File: src/rtl/mac_sequencer_pkg.sv
// Shared DSP definitions: MAC op encodings, sequencer state enumeration and the
// wrapping BRAM address helper used by every DSP datapath client.
package mac_sequencer_pkg;

    localparam int BRAM_AW = 10;
    localparam int CNT_W   = 13;
    localparam int ACC_W   = 48;

    typedef enum logic [1:0] {
        DSP_CLR = 2'b00,
        DSP_MAC = 2'b01,
        DSP_NOP = 2'b10
    } dsp_op_e;

    typedef enum logic [2:0] {
        ST_IDLE,
        ST_CLEAR,
        ST_ACCUM,
        ST_DRAIN,
        ST_EMIT
    } seq_state_e;

    // BRAM addresses wrap silently at the top of the 1K-word array.
    function automatic logic [BRAM_AW-1:0] addr_wrap(input logic [BRAM_AW-1:0] base,
                                                     input logic [BRAM_AW-1:0] off);
        return base + off;
    endfunction

endpackage

File: src/rtl/mac_issue_counter.sv
// Tap and input-word counters for the MAC sequencer together with the BRAM
// address adders; addresses follow the counters combinationally.
module mac_issue_counter
    import mac_sequencer_pkg::*;
#(
    parameter int TAPS_W = 10
) (
    input  logic               clk,
    input  logic               rst_n,
    input  logic               job_clr_i,
    input  logic               tap_clr_i,
    input  logic               mac_i,
    input  logic [BRAM_AW-1:0] base_a_i,
    input  logic [BRAM_AW-1:0] base_b_i,
    output logic [TAPS_W-1:0]  tap_cnt_o,
    output logic [CNT_W-1:0]   a_consumed_o,
    output logic [BRAM_AW-1:0] ramb_a_addr_o,
    output logic [BRAM_AW-1:0] ramb_b_addr_o
);

    logic [TAPS_W-1:0]  tap_cnt_q, tap_cnt_d;
    logic [CNT_W-1:0]   a_cons_q, a_cons_d;
    logic [BRAM_AW-1:0] tap_off;

    always_comb begin
        tap_cnt_d = tap_cnt_q;
        a_cons_d  = a_cons_q;
        if (job_clr_i) begin
            tap_cnt_d = '0;
            a_cons_d  = '0;
        end else if (tap_clr_i) begin
            tap_cnt_d = '0;
        end else if (mac_i) begin
            tap_cnt_d = tap_cnt_q + TAPS_W'(1);
            a_cons_d  = a_cons_q + CNT_W'(1);
        end
    end

    always_ff @(posedge clk or negedge rst_n) begin
        if (!rst_n) begin
            tap_cnt_q <= '0;
            a_cons_q  <= '0;
        end else begin
            tap_cnt_q <= tap_cnt_d;
            a_cons_q  <= a_cons_d;
        end
    end

    if (TAPS_W >= BRAM_AW) begin : g_tap_trunc
        assign tap_off = tap_cnt_q[BRAM_AW-1:0];
    end else begin : g_tap_ext
        assign tap_off = {{(BRAM_AW-TAPS_W){1'b0}}, tap_cnt_q};
    end

    assign tap_cnt_o     = tap_cnt_q;
    assign a_consumed_o  = a_cons_q;
    assign ramb_a_addr_o = addr_wrap(base_a_i, a_cons_q[BRAM_AW-1:0]);
    assign ramb_b_addr_o = addr_wrap(base_b_i, tap_off);

endmodule

File: src/rtl/mac_sequencer.sv
// Sequences BRAM reads and DSP CLR/MAC/NOP ops to compute one dot product per
// output, stalling on input availability and handing results out on valid/ready.
module mac_sequencer
    import mac_sequencer_pkg::*;
#(
    parameter int TAPS_W   = 10,
    parameter int PIPE_LAT = 2
) (
    input  logic                clk,
    input  logic                rst,
    input  logic                start,
    input  logic [TAPS_W-1:0]   cfg_taps,
    input  logic [CNT_W-1:0]    cfg_outputs,
    input  logic [BRAM_AW-1:0]  cfg_base_a,
    input  logic [BRAM_AW-1:0]  cfg_base_b,
    input  logic [CNT_W-1:0]    a_avail,
    output logic [CNT_W-1:0]    a_consumed,
    output logic [BRAM_AW-1:0]  ramb_a_addr,
    output logic [BRAM_AW-1:0]  ramb_b_addr,
    output logic [1:0]          dsp_op,
    input  logic [ACC_W-1:0]    dsp_p,
    output logic [ACC_W-1:0]    out_data,
    output logic                out_valid,
    input  logic                out_ready,
    output logic                busy,
    output logic                done
);

    localparam int DRAIN_W = (PIPE_LAT > 1) ? $clog2(PIPE_LAT) : 1;

    seq_state_e          state_q;
    dsp_op_e             dsp_op_q;
    logic [TAPS_W-1:0]   cfg_taps_q;
    logic [CNT_W-1:0]    cfg_outputs_q;
    logic [BRAM_AW-1:0]  base_a_q;
    logic [BRAM_AW-1:0]  base_b_q;
    logic [CNT_W-1:0]    out_cnt_q;
    logic [DRAIN_W-1:0]  drain_cnt_q;
    logic [ACC_W-1:0]    out_data_q;
    logic                out_valid_q;
    logic                busy_q;
    logic                done_q;

    logic [TAPS_W-1:0]   tap_cnt;
    logic                start_ok;
    logic                mac_issue;
    logic                last_tap;

    // A start in the done cycle is dropped so a job cannot chain on its own pulse.
    assign start_ok  = (state_q == ST_IDLE) && start && !done_q;
    assign mac_issue = (state_q == ST_ACCUM) && (a_avail > a_consumed);
    assign last_tap  = (tap_cnt == cfg_taps_q - TAPS_W'(1));

    mac_issue_counter #(
        .TAPS_W (TAPS_W)
    ) u_cnt (
        .clk           (clk),
        .rst_n         (rst),
        .job_clr_i     (start_ok),
        .tap_clr_i     (state_q == ST_CLEAR),
        .mac_i         (mac_issue),
        .base_a_i      (base_a_q),
        .base_b_i      (base_b_q),
        .tap_cnt_o     (tap_cnt),
        .a_consumed_o  (a_consumed),
        .ramb_a_addr_o (ramb_a_addr),
        .ramb_b_addr_o (ramb_b_addr)
    );

    // dsp_op is registered one cycle behind the address so it lines up with BRAM read data.
    always_ff @(posedge clk or negedge rst) begin
        if (!rst) begin
            state_q       <= ST_IDLE;
            dsp_op_q      <= DSP_CLR;
            cfg_taps_q    <= '0;
            cfg_outputs_q <= '0;
            base_a_q      <= '0;
            base_b_q      <= '0;
            out_cnt_q     <= '0;
            drain_cnt_q   <= '0;
            out_data_q    <= '0;
            out_valid_q   <= 1'b0;
            busy_q        <= 1'b0;
            done_q        <= 1'b0;
        end else begin
            done_q   <= 1'b0;
            dsp_op_q <= DSP_NOP;
            case (state_q)
                ST_IDLE: begin
                    if (start_ok) begin
                        cfg_taps_q    <= cfg_taps;
                        cfg_outputs_q <= cfg_outputs;
                        base_a_q      <= cfg_base_a;
                        base_b_q      <= cfg_base_b;
                        out_cnt_q     <= '0;
                        if (cfg_outputs == '0) begin
                            done_q <= 1'b1;
                        end else begin
                            busy_q  <= 1'b1;
                            state_q <= ST_CLEAR;
                        end
                    end
                end
                ST_CLEAR: begin
                    dsp_op_q    <= DSP_CLR;
                    drain_cnt_q <= '0;
                    state_q     <= (cfg_taps_q == '0) ? ST_DRAIN : ST_ACCUM;
                end
                ST_ACCUM: begin
                    if (mac_issue) begin
                        dsp_op_q <= DSP_MAC;
                        if (last_tap) begin
                            state_q <= ST_DRAIN;
                        end
                    end
                end
                ST_DRAIN: begin
                    if (drain_cnt_q == DRAIN_W'(PIPE_LAT - 1)) begin
                        out_data_q  <= dsp_p;
                        out_valid_q <= 1'b1;
                        state_q     <= ST_EMIT;
                    end else begin
                        drain_cnt_q <= drain_cnt_q + DRAIN_W'(1);
                    end
                end
                ST_EMIT: begin
                    if (out_ready) begin
                        out_valid_q <= 1'b0;
                        out_cnt_q   <= out_cnt_q + CNT_W'(1);
                        if (out_cnt_q + CNT_W'(1) == cfg_outputs_q) begin
                            done_q  <= 1'b1;
                            busy_q  <= 1'b0;
                            state_q <= ST_IDLE;
                        end else begin
                            state_q <= ST_CLEAR;
                        end
                    end
                end
                default: state_q <= ST_IDLE;
            endcase
        end
    end

    assign dsp_op    = dsp_op_q;
    assign out_data  = out_data_q;
    assign out_valid = out_valid_q;
    assign busy      = busy_q;
    assign done      = done_q;

endmodule

File: config.mk
export PLATFORM = sky130hd
export DESIGN_NAME = mac_sequencer
export DESIGN_NICKNAME = d
export VERILOG_FILES = /design/src/rtl/mac_sequencer_pkg.sv /design/src/rtl/mac_issue_counter.sv /design/src/rtl/mac_sequencer.sv
export SDC_FILE = /design/constraint.sdc
export NUM_CORES = 1
export LEC_CHECK = 0
export ABC_AREA = 1
export CORE_MARGIN = 2
export CORE_UTILIZATION = 50
export CTS_CLUSTER_DIAMETER = 150
export DETAILED_ROUTE_END_ITERATION = 8
export GPL_TIMING_DRIVEN = 0
export PLACE_DENSITY = 0.82
export SLEW_MARGIN = 25
export SYNTH_ARGS = -nofsm -noshare
export SYNTH_HDL_FRONTEND = slang
export SYNTH_SLANG_ARGS = --single-unit
File: constraint.sdc
create_clock -name clk -period 3.4 [get_ports clk]
set_input_delay 0.34 -clock clk [delete_from_list [all_inputs] [get_ports clk]]
set_output_delay 0.34 -clock clk [all_outputs]
set_load 0.01 [all_outputs]
Word-level counts from Yosys, hierarchy flattened:

Index checks and enable logic that the tools add are counted.

* flip-flop bits (word level): 136
* latch bits: 0
* bits in writable memories: 0
* bits in read-only memories: 0
* word-level logic and storage cells: 90
* memories: 0

* add/subtract/negate cells: 7
* $mul: 0
* divide/modulo/power cells: 0
* magnitude comparators: 1
* equal/unequal tests: 14
* shift-type cells: 0
* muxes and demuxes: 35
* bitwise operators: 0
* reduce and logical (&&, ||, !) cells: 19

Operator list (number)
* $mux 13: 5
* $mux 10: 3
* $add 13x1->13 const B: 2
* $pmux 13 s2: 1
* $add 10x10->10: 2
* $mux 3: 6
* $ne 2x2->1 const B: 8
* $pmux 3 s5: 1
* $eq 13x13->1: 1
* $gt 13x13->1: 1
* $logic_not 13->1: 1
* $mux 1: 13
* $add 10x1->10 const B: 1
* $eq 10x10->1: 1
* $logic_not 10->1: 1
* $sub 10x1->10 const B: 1
* $pmux 1 s2: 4
* $reduce_bool 2->1: 4
* $eq 3x2->1 const B: 2
* $reduce_and 2->1: 3
* $reduce_and 3->1: 2
* $reduce_and 6->1: 1
* $reduce_and 5->1: 1
* $pmux 2 s2: 1
* 8 further kinds: 10

Longest topological paths before layout:

Gate-level depths: netlist of the first run.

* word-level depth: 5
* depth in mapped cells: 16
* mapped depth without buffers: 16

Cells and area by module:

From an unflattened synthesis of the first run, not the netlist that was laid out.

* cells, all modules: 930
* area, all modules: 7642.3 sq um

By module, submodules not included
* mac_sequencer: instances 1, cells an instance 607, area an instance 5500.3 sq um, sequential area each 2827.7 sq um
* mac_issue_counter: instances 1, cells an instance 323, area an instance 2142.1 sq um, sequential area each 575.6 sq um

Least setup slack after synthesis of the first run:

Ideal clock, no wire load.

* kind: flip-flop to output port
* start: register u_cnt.a_cons_q[0], in the netlist u_cnt.a_consumed_o[0]
* end: output port ramb_a_addr[8]
* arrival time: 1.999 ns
* setup slack: 1.061 ns
* cell stages (with the launch flop): 12
* cells stage by stage: dfrtp_1 -> ha_1 -> inv_1 -> fa_1 -> o21ai_0 -> nand2_1 -> nand2_1 -> a21oi_1 -> nor2_1 -> o21ai_0 -> nand2_1 -> xor2_1

* cells in the longest elaborated chain, start to end: 1

RTL lines
* start: declaration: RTL line mac_issue_counter.sv:22 `logic [CNT_W-1:0] a_cons_q, a_cons_d;`
* start signal: assignment: RTL line mac_issue_counter.sv:45 `a_cons_q <= a_cons_d;`
* $add 10x10->10: RTL line mac_sequencer_pkg.sv:26 `return base + off;`
* end: declaration: RTL line mac_sequencer.sv:18 `output logic [BRAM_AW-1:0] ramb_a_addr,`

Every way passes these cells.

Worst setup path after layout of the first run:

* start: register u_cnt.a_cons_q[2], in the netlist u_cnt.a_consumed_o[2]
* end: output port ramb_a_addr[9]

Same word-level chain as after synthesis.

==> results of run 1 <==
-- cells in the mapped netlist (7+ instances only) --
cell type	number
nor3_1	11
dfrtp_1	136
nand2_1	240
xnor2_1	10
nor2_1	62
a21oi_1	38
ha_1	35
o21ai_0	48
inv_1	77
xor2_1	26
nand4_1	11
nand3_1	47
clkbuf_1	7
mux2_2	48
-- power by group --
| group | leakage [nW] | switching [mW] | total, mW | internal, mW |
|---|---|---|---|---|
| clock | 0.297 | 0.785 | 1.89 | 1.11 |
| sequential | 1.69 | 0.410 | 2.66 | 2.25 |
| combinational | 2.65 | 1.84 | 3.75 | 1.91 |
-- timing repair --
item | 4_1_cts | 5_1_grt
setup buffers | 0 | 3
hold buffers | 1 | 0
hold endpoints to repair | 49 | 0
resized for setup | 2 | 7
setup endpoints to repair | 1 | 2
-- logic make-up (layout without fill, tap and decap cells) --
| logic type | count (synthesis) | in the layout |
|---|---|---|
| and+or+nand+nor | 393 | 393 |
| DFF | 136 | 136 |
| AOI/OAI and AO/OA | 100 | 100 |
| buffers and inverters | 100 | 330 |
| muxes | 48 | 48 |
| xor gates and xnor gates | 38 | 38 |
| adders and majority gates | 37 | 37 |
-- sequential cells by signal, indices dropped and copies added, names as in the netlist, 2 cells and up --
| name | count |
|---|---|
| base_a_q | 10 |
| base_b_q | 10 |
| cfg_outputs_q | 13 |
| cfg_taps_q | 10 |
| dsp_op | 2 |
| out_cnt_q | 13 |
| out_data | 48 |
| state_q | 3 |
| u_cnt.a_consumed_o | 13 |
| u_cnt.tap_cnt_o | 10 |
-- path summary, 6_finish.rpt --
check	from	cells after the start	slack, ns	to
setup reg to reg	u_cnt.a_consumed_o[4]$_DFFE_PN0P_	11	0.99	u_cnt.tap_cnt_o[6]$_DFFE_PN0P_
hold reg to reg	out_valid$_DFFE_PN0P_	2	0.47	out_valid$_DFFE_PN0P_
setup / recovery	u_cnt.a_consumed_o[2]$_DFFE_PN0P_	8	0.25	ramb_a_addr[9]
max in group asynchronous	rst	3	2.23	out_data[39]$_DFFE_PN0P_
hold / removal	rst	2	0.41	base_a_q[5]$_DFFE_PN0P_
min in group clk	cfg_base_b[6]	3	0.44	base_b_q[6]$_DFFE_PN0P_
-- worst register-to-register path, stage by stage (launching register included) --
cell	delay [ns]
dfrtp_1	0.44
inv_1	0.10
ha_1	0.34
a21oi_1	0.13
o21ai_0	0.09
o21ai_0	0.23
nand2_1	0.12
nand3_1	0.12
clkinv_1	0.33
nand2_1	0.18
xor2_1	0.17
nor2_1	0.06
-- stage by stage --
stage                     setup WS, ns  cell area, um^2  utilization [%]  TNS [ns]  power (mW)
after floorplan                   1.06             7340                -         0        4.67
final                            0.247            10200             70.6         0        8.30
after global routing            0.0488            10200             70.6         0        8.85
after detailed placement         0.343             9540             66.1         0        6.38
after CTS                       0.0162            10100             70.4         0        8.32
after global placement           -3.55             9500             65.9   -480.93        6.28
-- cell usage in the layout, fill, tap and decap left out, types with 5 or more instances in the layout --
cell type	Yosys	layout
clkbuf_16	0	17
a21oi_1	38	38
o22ai_1	6	6
mux2_2	48	48
dfrtp_1	136	135
clkbuf_1	7	7
nor2_1	62	62
nand2_1	240	240
buf_1	5	5
xnor2_1	10	10
nand4_1	11	11
inv_6	0	10
o21ai_0	48	46
inv_1	77	77
nand3_1	47	47
nor3_1	11	11
nor4_1	5	5
buf_2	6	6
clkdlybuf4s50_1	0	190
xor2_1	26	26
ha_1	35	33
-- cell type report --
| class | instances | area, um^2 |
|---|---|---|
| sequential | 136 | 3400 |
| buffer | 19 | 82.6 |
| timing repair buffer | 198 | 2000 |
| clock buffer | 17 | 425 |
| inverter | 81 | 304 |
| tap | 184 | 230 |
| multi-input combinational | 616 | 3560 |
| fill | 1120 | 4230 |
| clock inverter | 15 | 176 |
-- layer usage --
layer / vias up / global-route usage (%) / wire length (um)
met5: - / 0 / 0
met1: 3112 / 30.2 / 8150
met4: 0 / 11.4 / 542
li1: 3220 / - / -
met2: 209 / 43.2 / 9460
met3: 49 / 6.55 / 1150
==> metrics.txt, run 1 <==
# TYPE chip_impl_metric gauge
chip_impl_metric{name="antenna_cells",unit=""} 0
chip_impl_metric{name="synth_cells",unit=""} 852
chip_impl_info{name="synthTopCellsByArea",value="dfrtp_1, nand2_1, mux2_2"} 1
chip_impl_metric{name="pwrdens",unit="nW/um^2"} 814
chip_impl_metric{name="detail_route.iter0.violations",unit=""} 371
chip_impl_metric{name="synthXorXnorAreaFrac",unit="%"} 4.91
chip_impl_metric{name="static-leakage-power",unit="nW"} 4.64
chip_impl_metric{name="timing.critical_path.buf_inv",unit=""} 1
chip_impl_metric{name="maxCapViolCount",unit=""} 0
chip_impl_metric{name="synth_cell_types",unit=""} 37
chip_impl_metric{name="detail-route-antenna-nets",unit=""} 0
chip_impl_metric{name="clock_sinks",unit=""} 136
chip_impl_metric{name="boundaryPins",unit=""} 194
chip_impl_metric{name="critPathArrivalTime",unit="ns"} 2.81
chip_impl_metric{name="layout_min_cycle_time",unit="ns"} 3.15
chip_impl_metric{name="async_flop_share",unit="%"} 100
chip_impl_info{name="critical_path_class",value="register to output pin"} 1
chip_impl_info{name="start_kind",value="register"} 1
chip_impl_metric{name="ir_drop_worst_vdd",unit="mV"} 0.482
chip_impl_metric{name="timing.final.setup_violations",unit=""} 0
chip_impl_metric{name="clk_path_buf_depth",unit=""} 2
chip_impl_info{name="dominant_combinational_cell_family_by_area_after_synthesis",value="simple AND/OR/NAND/NOR gates"} 1
chip_impl_metric{name="gr-usage-all-layers",unit="%"} 25.3
chip_impl_metric{name="report.final.slew_viol_count",unit=""} 0
chip_impl_metric{name="post_synth_mux_area_share",unit="%"} 7.36
chip_impl_metric{name="synth_simple_gate_area_share",unit="%"} 22.5
chip_impl_metric{name="post_route_cells_drive_above_1_share",unit="%"} 10.2
chip_impl_metric{name="global_route.overflow_total",unit=""} 0
chip_impl_info{name="outcome",value="complete, no violations"} 1
chip_impl_metric{name="core.rowCount",unit=""} 44
chip_impl_metric{name="grt_first_pass_wirelength",unit="mm"} 31.7
chip_impl_metric{name="die_x",unit="um"} 125
chip_impl_metric{name="portBuffers",unit=""} 193
chip_impl_metric{name="initial_core_util",unit="%"} 50.9
chip_impl_metric{name="placeableCoreArea",unit="um^2"} 14400
chip_impl_info{name="path_delay_family",value="compound AO/OA/AOI/OAI gates"} 1
chip_impl_metric{name="share_of_the_cycle_needed_by_the_critical_path_after_routing",unit="%"} 92.7
chip_impl_info{name="tritoncts",value="built"} 1
chip_impl_info{name="hold_path_class",value="input port to asynchronous set/reset pin"} 1
chip_impl_metric{name="crit_path_max_incr_delay",unit="ns"} 0.54
chip_impl_metric{name="detailed_place_hpwl",unit="mm"} 14.2
chip_impl_metric{name="clock_insertion_delay_worst_skew",unit="ns"} 0.43
chip_impl_metric{name="edff_count_synth",unit=""} 0
chip_impl_metric{name="dr_total_vias",unit=""} 6590
chip_impl_info{name="ys_dominant_reg_cell",value="dfrtp_1"} 1
chip_impl_metric{name="fin_cells",unit=""} 1266
chip_impl_metric{name="synthesis.nets",unit=""} 997
chip_impl_metric{name="fin_skew",unit="ns"} 0.00963
chip_impl_info{name="kind_of_end_point_of_the_critical_path",value="output pin"} 1
chip_impl_metric{name="synth.top_cell.area_share",unit="%"} 46.4
chip_impl_info{name="cts-root-buf",value="clkbuf_16"} 1
chip_impl_metric{name="synth.yosys.seq_area_share",unit="%"} 46.4
chip_impl_metric{name="routed_wirelength",unit="mm"} 19.3
chip_impl_metric{name="area_growth",unit="%"} 38.8
chip_impl_metric{name="synthesis.area_per_instance",unit="um^2"} 8.62
chip_impl_metric{name="drt-vias-per-instance",unit=""} 5.21
chip_impl_metric{name="drc",unit=""} 0
chip_impl_metric{name="yosysWarnings",unit=""} 0
chip_impl_metric{name="max_freq",unit="GHz"} 0.317
chip_impl_metric{name="numCtsBuffers",unit=""} 17
chip_impl_metric{name="htreeDepth",unit=""} 4
chip_impl_metric{name="cts.clk_slew.worst_paths",unit="ns"} 0.06
chip_impl_metric{name="final_hold_viol_count",unit=""} 0
chip_impl_metric{name="fin_worst_hold_slack",unit="ns"} 0.411
chip_impl_metric{name="mapped_area",unit="um^2"} 7340
chip_impl_metric{name="synth-compound-area-share",unit="%"} 7.07
chip_impl_metric{name="wire_per_inst",unit="um"} 15.2
chip_impl_metric{name="worstPathMaxFanout",unit=""} 6
chip_impl_metric{name="number_of_nets_at_the_end_of_the_flow",unit=""} 1214
chip_impl_metric{name="die-area",unit="um^2"} 15700
chip_impl_info{name="synthDominantAreaCellType",value="dfrtp_1"} 1
chip_impl_metric{name="worst_pin_slew",unit="ns"} 0.655
chip_impl_info{name="cp_common_cell",value="a21oi_1"} 1
chip_impl_metric{name="chipHeight",unit="um"} 125
chip_impl_info{name="crit_path_cell_trace",value="ha_1, a21oi_1, nand2_1, a21oi_1, o21ai_0, a21oi_1, xor2_1, clkdlybuf4s50_1"} 1
chip_impl_metric{name="cell_count_post_placement",unit=""} 1230
chip_impl_info{name="cpMaxStageDelayCell",value="clkdlybuf4s50_1"} 1
chip_impl_metric{name="cp.required",unit="ns"} 3.06
chip_impl_metric{name="yosys.area_share.adder",unit="%"} 6.51
chip_impl_metric{name="grt_pass1_vias",unit=""} 6799
chip_impl_metric{name="place.gp.congestion",unit=""} 0.878
chip_impl_metric{name="maximum_number_of_pins_on_one_net_before_global_route_repair",unit=""} 88
chip_impl_metric{name="first_pass_iters",unit=""} 5
chip_impl_metric{name="timing.slew.headroom",unit="%"} 56.3
chip_impl_metric{name="synth-seq-cells",unit=""} 136
chip_impl_metric{name="antenna_violations_before_repair",unit=""} 0
chip_impl_info{name="grt_setup_unrepaired",value="false"} 1
(Power assumes the default switching activity.)
==> inputs of run 2 (changes only) <==
--- a/config.mk
+++ b/config.mk
@@ -10,8 +10,9 @@
 export CORE_UTILIZATION = 50
 export CTS_CLUSTER_DIAMETER = 150
 export DETAILED_ROUTE_END_ITERATION = 8
+export DONT_BUFFER_PORTS = 1
 export GPL_TIMING_DRIVEN = 0
-export PLACE_DENSITY = 0.82
+export PLACE_DENSITY = 0.68
 export SLEW_MARGIN = 25
 export SYNTH_ARGS = -nofsm -noshare
 export SYNTH_HDL_FRONTEND = slang
==> constraint.sdc (replaced) <==
create_clock -name clk -period 2.7 [get_ports clk]
set_input_delay 0.27 -clock clk [delete_from_list [all_inputs] [get_ports clk]]
set_output_delay 0.27 -clock clk [all_outputs]
set_load 0.01 [all_outputs]
==> metrics.txt, run 2 (synthesis results as in run 1) <==
# TYPE chip_impl_metric gauge
chip_impl_info{name="outcome",value="finished with violations"} 1
chip_impl_info{name="failing_checks",value="hold timing"} 1
chip_impl_metric{name="share_of_the_cycle_needed_by_the_critical_path_after_routing",unit="%"} 96.4
chip_impl_metric{name="portBuffers",unit=""} 0
chip_impl_metric{name="drt-vias-per-instance",unit=""} 5.30
chip_impl_metric{name="max_freq",unit="GHz"} 0.384
chip_impl_metric{name="core.rowCount",unit=""} 44
chip_impl_metric{name="worst_pin_slew",unit="ns"} 0.733
chip_impl_metric{name="die-area",unit="um^2"} 15700
chip_impl_metric{name="layout.cell_area.non_filler",unit="um^2"} 9200
chip_impl_metric{name="maximum_number_of_pins_on_one_net_before_global_route_repair",unit=""} 137
chip_impl_metric{name="global_route.overflow_total",unit=""} 0
chip_impl_metric{name="numCtsBuffers",unit=""} 17
chip_impl_info{name="tritoncts",value="built"} 1
chip_impl_metric{name="post_route_cells_drive_above_1_share",unit="%"} 12.9
chip_impl_metric{name="crit_path_max_incr_delay",unit="ns"} 0.48
chip_impl_info{name="layout_common_cells",value="nand2_1, dfrtp_1, dlygate4sd3_1, inv_1, nor2_1"} 1
chip_impl_metric{name="design_power_total",unit="mW"} 9.22
chip_impl_metric{name="clk_path_buf_depth",unit=""} 2
chip_impl_metric{name="maxCapViolCount",unit=""} 0
chip_impl_info{name="start_kind",value="register"} 1
chip_impl_metric{name="grt_first_pass_wirelength",unit="mm"} 30.6
chip_impl_metric{name="dr_total_vias",unit=""} 6162
chip_impl_info{name="cp_common_cell",value="nand2_1"} 1
chip_impl_metric{name="dp_slack",unit="ns"} 0.0929
chip_impl_metric{name="gr-usage-all-layers",unit="%"} 24.4
chip_impl_metric{name="wire_per_inst",unit="um"} 16.2
chip_impl_metric{name="grt_pass1_vias",unit=""} 6147
chip_impl_metric{name="die_x",unit="um"} 125
chip_impl_metric{name="antenna_violations_before_repair",unit=""} 0
chip_impl_metric{name="fin_skew",unit="ns"} 0.00792
chip_impl_metric{name="area_growth",unit="%"} 25.3
chip_impl_metric{name="placeableCoreArea",unit="um^2"} 14400
chip_impl_metric{name="postPlaceCellArea",unit="um^2"} 7570
chip_impl_info{name="crit_path_cell_trace",value="ha_4, inv_1, fa_2, o21ai_2, nand2_1, nand2_1, a21oi_2, nor2_1, o21ai_0, nand2_1, xor2_2"} 1
chip_impl_metric{name="clock_insertion_delay_worst_skew",unit="ns"} 0.43
chip_impl_metric{name="tns",unit="ns"} 0
chip_impl_info{name="kind_of_end_point_of_the_critical_path",value="output pin"} 1
chip_impl_info{name="hold_path_class",value="input port to asynchronous set/reset pin"} 1
chip_impl_metric{name="ir_drop_worst_vdd",unit="mV"} 0.682
chip_impl_metric{name="timing.final.setup_violations",unit=""} 0
chip_impl_metric{name="detail_route.iter0.violations",unit=""} 345
chip_impl_info{name="critical_path_class",value="register to output pin"} 1
chip_impl_metric{name="fillCellCount",unit=""} 1219
chip_impl_metric{name="htreeDepth",unit=""} 4
chip_impl_metric{name="detailed_place_hpwl",unit="mm"} 12.8
chip_impl_metric{name="chipHeight",unit="um"} 125
chip_impl_metric{name="worstPathMaxFanout",unit=""} 7
chip_impl_info{name="mostFrequentLayoutCell",value="nand2_1"} 1
chip_impl_metric{name="holdBufCountCts",unit=""} 91
chip_impl_metric{name="report.final.slew_viol_count",unit=""} 0
chip_impl_metric{name="clock_sinks",unit=""} 136
chip_impl_info{name="cpMaxStageDelayCell",value="dfrtp_2"} 1
chip_impl_metric{name="final_critical_path_setup_slack",unit="ns"} 0.0964
chip_impl_metric{name="number_of_nets_at_the_end_of_the_flow",unit=""} 1110
chip_impl_metric{name="critPathArrivalTime",unit="ns"} 2.33
chip_impl_metric{name="drc",unit=""} 0
chip_impl_metric{name="timing.slew.headroom",unit="%"} 51.1
chip_impl_info{name="cts-root-buf",value="clkbuf_16"} 1
chip_impl_metric{name="initial_core_util",unit="%"} 50.9
chip_impl_metric{name="antenna_cells",unit=""} 0
chip_impl_metric{name="largest_register_ffs",unit=""} 48
chip_impl_metric{name="final_hold_viol_count",unit=""} 136
chip_impl_metric{name="place.gp.congestion",unit=""} 0.868
chip_impl_metric{name="routed_wirelength",unit="mm"} 18.8
chip_impl_metric{name="first_pass_iters",unit=""} 5
chip_impl_metric{name="static-leakage-power",unit="nW"} 4.21
chip_impl_metric{name="boundaryPins",unit=""} 194
chip_impl_metric{name="cts.clk_slew.worst_paths",unit="ns"} 0.06
chip_impl_metric{name="fin_worst_hold_slack",unit="ns"} -0.456
chip_impl_info{name="grt_setup_unrepaired",value="true"} 1
chip_impl_metric{name="cp.required",unit="ns"} 2.43
chip_impl_metric{name="multi_input_area",unit="um^2"} 3660
chip_impl_metric{name="pwrdens",unit="nW/um^2"} 1000
chip_impl_metric{name="detail-route-antenna-nets",unit=""} 0
chip_impl_metric{name="layout_min_cycle_time",unit="ns"} 2.60
chip_impl_metric{name="regArea",unit="um^2"} 3410
==> run 2: power breakdown <==
group	switching [mW]	leakage, nW	total [mW]	internal, mW
Sequential	0.852	1.69	3.69	2.83
Clock	1.00	0.283	2.31	1.31
Combinational	1.84	2.24	3.23	1.38
==> run 2: path summary, 6_finish.rpt <==
check	from	endpoint	slack, ns	depth (start not counted)
worst max-delay path	u_cnt.a_consumed_o[0]$_DFFE_PN0P_	ramb_a_addr[8]	0.1	11
worst min-delay path	rst	base_a_q[5]$_DFFE_PN0P_	-0.46	0
worst max register to register	u_cnt.a_consumed_o[4]$_DFFE_PN0P_	u_cnt.tap_cnt_o[6]$_DFFE_PN0P_	0.29	11
worst min register to register	base_b_q[7]$_DFFE_PN0P_	base_b_q[7]$_DFFE_PN0P_	0.48	2
max in group asynchronous	rst	out_data[40]$_DFFE_PN0P_	2.89	0
min in group clk	out_ready	state_q[2]$_DFFE_PN0P_	0.04	3
==> run 2: cell type report <==
class / instances / area share, %
clock buffer: 17 / 4.62
timing repair buffer: 94 / 10.1
multi-input combinational: 616 / 39.8
buffer: 19 / 0.897
sequential: 136 / 37.1
clock inverter: 15 / 1.70
tap: 184 / 2.50
inverter: 81 / 3.30
==> run 2: repair_timing <==
item                                    4_1_cts  5_1_grt
buffers inserted                              2        1
pin swaps                                     3        5
resized for setup                            14       13
hold endpoints to repair                    227      136
endpoints found under the setup margin        4        4
==> run 2: metrics by stage <==
| stage | std cells | hold WS, ns | utilization [%] |
|---|---|---|---|
| finish | 1162 | -0.456 | 63.8 |
| global route | 1162 | -0.480 | 63.8 |
| global placement | 1036 | -0.0208 | 52.5 |
| CTS | 1161 | -0.476 | 63.2 |
| detailed placement | 1036 | -0.0207 | 52.5 |
| floorplan | 852 | -0.0256 | - |
==> run 2: worst max-delay path: cells and delay by family (launching register included) <==
family	cells	cell delay, ns
compound gates	3	0.31
xor+xnor	1	0.18
fa+ha+maj	2	0.53
buf+inv	1	0.05
flops	1	0.48
simple gates	4	0.37
==> run 2: routing by layer <==
layer | up-vias | track usage [%] | wire, um
met5 | - | 0 | 0
met2 | 191 | 40.5 | 9180
li1 | 3025 | - | -
met4 | 0 | 7.45 | 505
met1 | 2910 | 31.5 | 8070
met3 | 36 | 6.59 | 1060
